--- config.mk ---
export PLATFORM = sky130hd
export DESIGN_NAME = mem_access_unit
export DESIGN_NICKNAME = d
export VERILOG_FILES = /design/src/rtl/mau_pkg.sv /design/src/rtl/mau_lane_align.sv /design/src/rtl/mem_access_unit.sv
export SDC_FILE = /design/constraint.sdc
export NUM_CORES = 1
export LEC_CHECK = 0
export ABC_AREA = 1
export BUFFER_PORTS_ARGS = -buffer_cell sky130_fd_sc_hd__clkbuf_2
export CORE_ASPECT_RATIO = 0.6
export CORE_MARGIN = 10
export CORE_UTILIZATION = 43
export DETAILED_ROUTE_END_ITERATION = 12
export PLACE_DENSITY_LB_ADDON = 0.08
export SLEW_MARGIN = 30
export SYNTH_ARGS = -nofsm -noshare
export SYNTH_HDL_FRONTEND = slang
export SYNTH_SLANG_ARGS = --single-unit
--- constraint.sdc ---
create_clock -name clk -period 3.3 [get_ports clk]
set_input_delay 0.99 -clock clk [delete_from_list [all_inputs] [get_ports clk]]
set_output_delay 0.99 -clock clk [all_outputs]
set_load 0.02 [all_outputs]
--- src/rtl/mau_pkg.sv ---
// Shared definitions for the memory access unit: size encodings, FSM states,
// latency bounds and big-endian byte-lane helpers.
package mau_pkg;

  localparam logic [1:0] SIZE_WORD = 2'b00;
  localparam logic [1:0] SIZE_HALF = 2'b01;
  localparam logic [1:0] SIZE_BYTE = 2'b10;
  localparam logic [1:0] SIZE_RSVD = 2'b11;

  typedef enum logic [1:0] {
    ST_IDLE = 2'd0,
    ST_RD   = 2'd1,
    ST_WR   = 2'd2,
    ST_RESP = 2'd3
  } mau_state_e;

  localparam int MEM_LAT_MIN = 1;
  localparam int MEM_LAT_MAX = 4;

  localparam logic [31:0] BYTE_MASK = 32'h0000_00FF;
  localparam logic [31:0] HALF_MASK = 32'h0000_FFFF;
  localparam logic [31:0] WORD_MASK = 32'hFFFF_FFFF;

  // Big-endian: byte offset k sits at bits [31-8k -: 8], so the right-shift that
  // brings the lane holding the last byte of an access down to bit 0 is (3-k)*8.
  function automatic logic [4:0] lane_shift(input logic [1:0] last_off);
    return {~last_off, 3'b000};
  endfunction

endpackage

--- src/rtl/mau_lane_align.sv ---
// Combinational lane steering: extracts and extends sub-word load data and
// merges sub-word store data into the previously read memory word.
module mau_lane_align
  import mau_pkg::*;
(
  input  logic [1:0]  size,
  input  logic        sign_ext,
  input  logic [1:0]  offset,
  input  logic [31:0] load_word,
  input  logic [31:0] store_data,
  input  logic [31:0] old_word,
  output logic [31:0] load_data,
  output logic [31:0] store_word
);

  logic [1:0]  last_off;
  logic [31:0] size_mask;
  logic [4:0]  shift;
  logic [31:0] shifted;
  logic [31:0] lane_mask;

  // Low offset bits beyond natural alignment are dropped here, which gives the
  // truncation behaviour when alignment checking is not built in.
  always_comb begin
    last_off  = 2'b11;
    size_mask = WORD_MASK;
    case (size)
      SIZE_BYTE: begin
        last_off  = offset;
        size_mask = BYTE_MASK;
      end
      SIZE_HALF: begin
        last_off  = {offset[1], 1'b1};
        size_mask = HALF_MASK;
      end
      default: begin
        last_off  = 2'b11;
        size_mask = WORD_MASK;
      end
    endcase

    shift   = lane_shift(last_off);
    shifted = load_word >> shift;

    case (size)
      SIZE_BYTE: load_data = {{24{sign_ext & shifted[7]}}, shifted[7:0]};
      SIZE_HALF: load_data = {{16{sign_ext & shifted[15]}}, shifted[15:0]};
      default:   load_data = shifted;
    endcase

    lane_mask  = size_mask << shift;
    store_word = (old_word & ~lane_mask) | ((store_data & size_mask) << shift);
  end

endmodule

--- src/rtl/mem_access_unit.sv ---
// CPU-side load/store unit with big-endian sub-word support and read-modify-write
// for sub-word stores. Define MAU_ALIGN_CHECK_EN to report misaligned/reserved accesses.
module mem_access_unit
  import mau_pkg::*;
#(
  parameter int MEM_LAT = 1
) (
  input  logic        clk,
  input  logic        reset_n,
  input  logic        req_valid,
  input  logic        req_wr,
  input  logic [1:0]  req_size,
  input  logic        req_signed,
  input  logic [31:0] req_addr,
  input  logic [31:0] req_wdata,
  output logic        req_ready,
  output logic        rsp_valid,
  output logic [31:0] rsp_rdata,
  output logic        rsp_err,
  output logic [31:0] mem_addr,
  output logic        mem_wr,
  output logic [31:0] mem_wdata,
  input  logic [31:0] mem_rdata
);

  localparam int LAT_EFF = (MEM_LAT < MEM_LAT_MIN) ? MEM_LAT_MIN :
                           (MEM_LAT > MEM_LAT_MAX) ? MEM_LAT_MAX : MEM_LAT;
  localparam logic [1:0] CNT_INIT = 2'(LAT_EFF - 1);

  mau_state_e  state_q, state_d;
  logic [1:0]  cnt_q, cnt_d;
  logic [31:0] addr_q, addr_d;
  logic [1:0]  size_q, size_d;
  logic        wr_q, wr_d;
  logic        signed_q, signed_d;
  logic [31:0] wdata_q, wdata_d;
  logic [31:0] word_q, word_d;
  logic        err_q, err_d;

  logic [1:0]  size_norm;
  logic        bad_req;
  logic [31:0] load_data;
  logic [31:0] store_word;

  always_comb begin
    size_norm = (req_size == SIZE_RSVD) ? SIZE_WORD : req_size;
`ifdef MAU_ALIGN_CHECK_EN
    bad_req = (req_size == SIZE_RSVD) ||
              ((req_size == SIZE_HALF) && req_addr[0]) ||
              ((req_size == SIZE_WORD) && (req_addr[1:0] != 2'b00));
`else
    bad_req = 1'b0;
`endif
  end

  always_comb begin
    state_d  = state_q;
    cnt_d    = cnt_q;
    addr_d   = addr_q;
    size_d   = size_q;
    wr_d     = wr_q;
    signed_d = signed_q;
    wdata_d  = wdata_q;
    word_d   = word_q;
    err_d    = err_q;
    case (state_q)
      ST_IDLE: begin
        if (req_valid) begin
          addr_d   = req_addr;
          size_d   = size_norm;
          wr_d     = req_wr;
          signed_d = req_signed;
          wdata_d  = req_wdata;
          cnt_d    = CNT_INIT;
          word_d   = '0;
          err_d    = bad_req;
          if (bad_req) begin
            state_d = ST_RESP;
          end else if (req_wr && (size_norm == SIZE_WORD)) begin
            state_d = ST_WR;
          end else begin
            state_d = ST_RD;
          end
        end
      end
      // Sub-word stores also pass through RD to fetch the word they merge into.
      ST_RD: begin
        if (cnt_q == 2'd0) begin
          word_d  = mem_rdata;
          state_d = wr_q ? ST_WR : ST_RESP;
        end else begin
          cnt_d = cnt_q - 2'd1;
        end
      end
      ST_WR:   state_d = ST_RESP;
      ST_RESP: state_d = ST_IDLE;
      default: state_d = ST_IDLE;
    endcase
  end

  always_ff @(posedge clk or negedge reset_n) begin
    if (!reset_n) begin
      state_q  <= ST_IDLE;
      cnt_q    <= '0;
      addr_q   <= '0;
      size_q   <= SIZE_WORD;
      wr_q     <= 1'b0;
      signed_q <= 1'b0;
      wdata_q  <= '0;
      word_q   <= '0;
      err_q    <= 1'b0;
    end else begin
      state_q  <= state_d;
      cnt_q    <= cnt_d;
      addr_q   <= addr_d;
      size_q   <= size_d;
      wr_q     <= wr_d;
      signed_q <= signed_d;
      wdata_q  <= wdata_d;
      word_q   <= word_d;
      err_q    <= err_d;
    end
  end

  mau_lane_align u_lane_align (
    .size       (size_q),
    .sign_ext   (signed_q),
    .offset     (addr_q[1:0]),
    .load_word  (word_q),
    .store_data (wdata_q),
    .old_word   (word_q),
    .load_data  (load_data),
    .store_word (store_word)
  );

  // All memory-side outputs decode from registered state only.
  always_comb begin
    req_ready = (state_q == ST_IDLE);
    rsp_valid = (state_q == ST_RESP);
    mem_wr    = (state_q == ST_WR);
    mem_addr  = ((state_q == ST_RD) || (state_q == ST_WR)) ? {addr_q[31:2], 2'b00} : '0;
    mem_wdata = (state_q == ST_WR) ? store_word : '0;
`ifdef MAU_ALIGN_CHECK_EN
    rsp_err   = (state_q == ST_RESP) && err_q;
    rsp_rdata = ((state_q == ST_RESP) && !wr_q && !err_q) ? load_data : '0;
`else
    rsp_err   = 1'b0;
    rsp_rdata = ((state_q == ST_RESP) && !wr_q && !err_q) ? load_data : '0;
`endif
  end

endmodule

==> impl.org <==
** Critical path
- Required time of the critical path :: 2.31 ns
- The critical path contains buffers and inverters numbering 3 combined.
- The largest single stage delay on the critical path is 0.41 ns.
- On the critical path, the stage with the largest delay is an instance of dfrtp_1.
- Endpoint arrival time on the critical path :: 2.36 ns
- Crit path max fanout :: 9
- Count of cells along the worst register-to-register path :: 8
- Endpoint type of the worst setup path :: primary output
- Critical-path cell list :: buf_4 > ha_4 > nor2_4 > nand2_8 > buf_12 > nand2_1 > o21ai_1 > or2_2 > a21oi_2 > clkbuf_8
- Endpoint of the lowest-slack register-to-register path :: word_q[8]$_DFFE_PN0P_
- Family with the most delay on the worst path :: simple AND/OR/NAND/NOR gates
- Launch point of the worst reg-to-reg path :: state_q[0]$_DFFE_PN0P_
- The critical path in this run is classified as flip-flop to primary output.
- For flop-to-flop paths, the worst setup slack is 0.95 ns.
- STA classifies the critical path startpoint as a flip-flop.

** Synthesis
- For this run, the register share of the synthesized area comes to 0.436.
- dfrtp_1 takes more of the synthesized area than any other cell.
- Counting flops and latches in the post-synthesis netlist gives 104.
- The Yosys step of the flow raised 0 warnings.
- After synthesis, the netlist uses 29 different library cells.
- Largest cells by area after synthesis :: dfrtp_1 (44%), mux2_2 (12%), nand2_1 (9.1%)
- Each instance of the synthesized netlist takes up on average 8.02 sq um.
- Synthesis handed over a netlist of 744 instances.
- The cell area that synthesis handed to floorplanning was 5970 sq um.
- Post-synth top area share :: 0.436

** Layout
- 0 antenna diodes ended up in the layout.
- Compared with the post-synthesis result, the final layout area differs by 35.1%.
- Measured on the finished design, the core utilization comes to 0.591.
- After routing the design area is 8060 sq um.
- The count of cells in the finished layout, fillers not included, comes to 1,122.
- In the final design database the tool counted 1,056 nets.
- Of the cells placed in the final design, the portion with a size suffix greater than 1 is 0.392.

** Clock network
- For the worst-skew pair, the clock arrives at the later sink with an insertion delay of 0.36 ns.
- Clock Root Buffer :: clkbuf_16
- TritonCTS clock tree :: done
- Cts bufs inserted :: 9
- After clock tree synthesis, the clock-pin slew on the worst setup and hold paths is 0.08 ns.
- Post-CTS Hold Buffers :: 0
- Level count of the clock H-tree :: 3
- Count of clock tree sinks :: 104
- The clock passes through at most 2 buffers.

** Power
- Summed over all cells, the static leakage comes to 4.13 nW.
- Across the VDD grid, the largest voltage drop is 0.653 mV.
- Power comes to 10.8 mW.
- Power density relative to cell area :: 1350 nW/um^2

** Routing
- For this block, wires on met1 add up to 10.5 mm.
- In the final routed layout, each cell accounts on average for 19.1 um.
- Topmost layer with routed signal wires :: met4
- Number of vias after detailed routing :: 5,845
- Detailed routing placed a total of 8.97 mm of wire on met2.
- Wire segments on met3 add up to 1.78 mm in the final route.
- Via/cell ratio :: 5.21
- Drt pass-1 iters :: 5
- In the routed design, unresolved DRC markers number 0.
- DRT antenna net count :: 0
- The routed design has 21.5 mm of wire.
- Detailed Route Iter0 Violations :: 501

** Timing
- Clock Skew :: 0.0127 ns
- Final setup violating endpoints :: 17
- Peak Freq :: 298 MHz
- Aggregate negative setup slack :: -0.381 ns
- Post-route clock period utilization :: 1.02
- The number of pins with negative max-slew slack in the final report came to 0.
- Final critical delay including setup and external delays :: 3.35 ns
- Across all setup checks in the final design, the least slack found is -0.0518 ns.
- Remaining max-slew budget at the tightest pin :: 0.410
- At the pin with the least slew margin, the transition time is 0.884 ns.
- Endpoints failing hold :: 0
- Unrepaired setup endpoints after global routing :: true

** Global routing
- Total track usage :: 0.216
- The first global-routing pass estimated 32.5 mm of wire.
- Entering global routing, the biggest net connects 51 pins.
- Via count of the first global-routing pass :: 5,679
- The number of antenna violations at the first check in global routing came to 0.
- Aggregate global routing overflow :: 0

** Status
- Outcome :: finished, violations left
- The final reports fail on setup timing.

** Place
- Number of port buffers :: 199
- In this run the cell area measured after placement is 7170 sq um.
- After legalization and detailed placement, the total HPWL measured 16.6 mm.
- Number of cells in the design after placement :: 1,094
- The congestion estimate from routability-driven global placement came to 0.867.

** Floorplanning
- Placeable core region :: 13,600 sq um
- The die is 172 um wide.
- Overall die height :: 111 um
- 203 I/O pins were placed.
- Number of core rows :: 33
- Initial Util :: 0.438
- The die covers 19,100 sq um.

** Hold path
- In this run the worst hold path is classified as flip-flop to flip-flop.
- Worst min-delay path startpoint :: cnt_q[0]$_DFFE_PN0P_
- Counting instances, the worst hold path has a depth of 1.
- End of the worst hold path :: cnt_q[0]$_DFFE_PN0P_

** Flow run
- Max-cap violations in this run came to 0.
layout by cell type (no fill, tap or decap), drive strengths merged:
| cell type | synthesis | final |
|---|---|---|
| a21oi | 55 | 55 |
| a31oi | 1 | 1 |
| buf | 19 | 73 |
| bufbuf | 0 | 1 |
| clkbuf | 29 | 168 |
| clkinv | 1 | 5 |
| conb | 1 | 3 |
| dfrtp | 104 | 104 |
| ha | 11 | 11 |
| inv | 91 | 94 |
| mux2 | 65 | 65 |
| nand2 | 147 | 147 |
| nand3 | 60 | 60 |
| nand4 | 1 | 1 |
| nor2 | 41 | 41 |
| o211ai | 2 | 2 |
| o21ai | 106 | 106 |
| o22ai | 1 | 1 |
| o32ai | 1 | 1 |
| or2 | 8 | 8 |
worst max path at each step:
stage	from	end	slack [ns]	cells after the start
2_1_floorplan	size_q[0]$_DFFE_PN0P_	mem_wdata[8]	0.34	9
3_3_place_gp	size_q[0]$_DFFE_PN0P_	mem_wdata[8]	0.11	10
3_5_place_dp	size_q[0]$_DFFE_PN0P_	mem_wdata[8]	0.05	10
4_1_cts	size_q[0]$_DFFE_PN0P_	mem_wdata[10]	-0.004	10
5_1_grt	size_q[0]$_DFFE_PN0P_	mem_wdata[10]	-0.12	10
6_report	size_q[0]$_DFFE_PN0P_	mem_wdata[10]	-0.05	10
cell type report:
cell class	count	area, sq um
clock buffer	9	225
clock inverter	7	73.8
timing repair buffer	233	1540
sequential	104	2600
fill	1281	5570
multi-input combinational	502	3050
inverter	92	348
tap	175	219
worst register-to-register path, cell delays in order, from the launching register on:
cell and delay, ns:
dfrtp_1 0.38, inv_1 0.08, ha_1 0.29, inv_1 0.12, or2_2 0.55, nand2_2 0.15
a21oi_1 0.17, buf_4 0.34, o21ai_0 0.15
cell families after synthesis:
logic type                 share of synthesized area
other                                       0.000628
DFF                                            0.436
muxes                                          0.123
AOI/OAI and AO/OA                              0.142
adders and majority gates                     0.0231
and+or+nand+nor                                0.181
buffers and inverters                         0.0944
metrics by stage:
| stage | hold WS, ns | setup slack [ns] |
|---|---|---|
| floorplan | 0.444 | 0.335 |
| global placement | 0.460 | 0.111 |
| finish | 0.488 | -0.0518 |
| detailed placement | 0.478 | 0.0493 |
| global route | 0.497 | -0.119 |
| CTS | 0.488 | -0.00383 |
routing by layer:
| layer | global-route usage | vias up |
|---|---|---|
| met5 | 0 | - |
| met4 | 0.0366 | 0 |
| met3 | 0.0544 | 22 |
| met2 | 0.303 | 230 |
| met1 | 0.324 | 2766 |
| li1 | - | 2827 |
registers in the layout, indices dropped and copies added, names as in the netlist:
name / flops
wdata_q: 32
state_q: 2
wr_q: 1
cnt_q: 2
signed_q: 1
word_q: 32
addr_q: 32
size_q: 2
report_power, final:
part           total (mW)  switching [mW]  internal (mW)
logic                7.39            4.47           2.92
clock network        1.10           0.563          0.537
registers            2.35           0.503           1.85
what timing repair did:
action                     in CTS  in global routing
pin swaps                       5                  8
setup buffers                   6                  3
setup endpoints to repair      62                 61
hold endpoints to repair        0                  0
gates cloned                    2                  1
resized for setup              44                135
synthesized netlist by cell type (all sizes together):
library cell and instances:
a31oi 1, o21ai 106, conb 1, o22ai 1, nor2 41, nand3 60, dfrtp 104, o211ai 2
ha 11, o32ai 1, buf 19, clkinv 1, inv 91, nand2 147, nand4 1, clkbuf 29
a21oi 55, mux2 65, or2 8
Note: power is estimated with default switching activity, not from simulation.
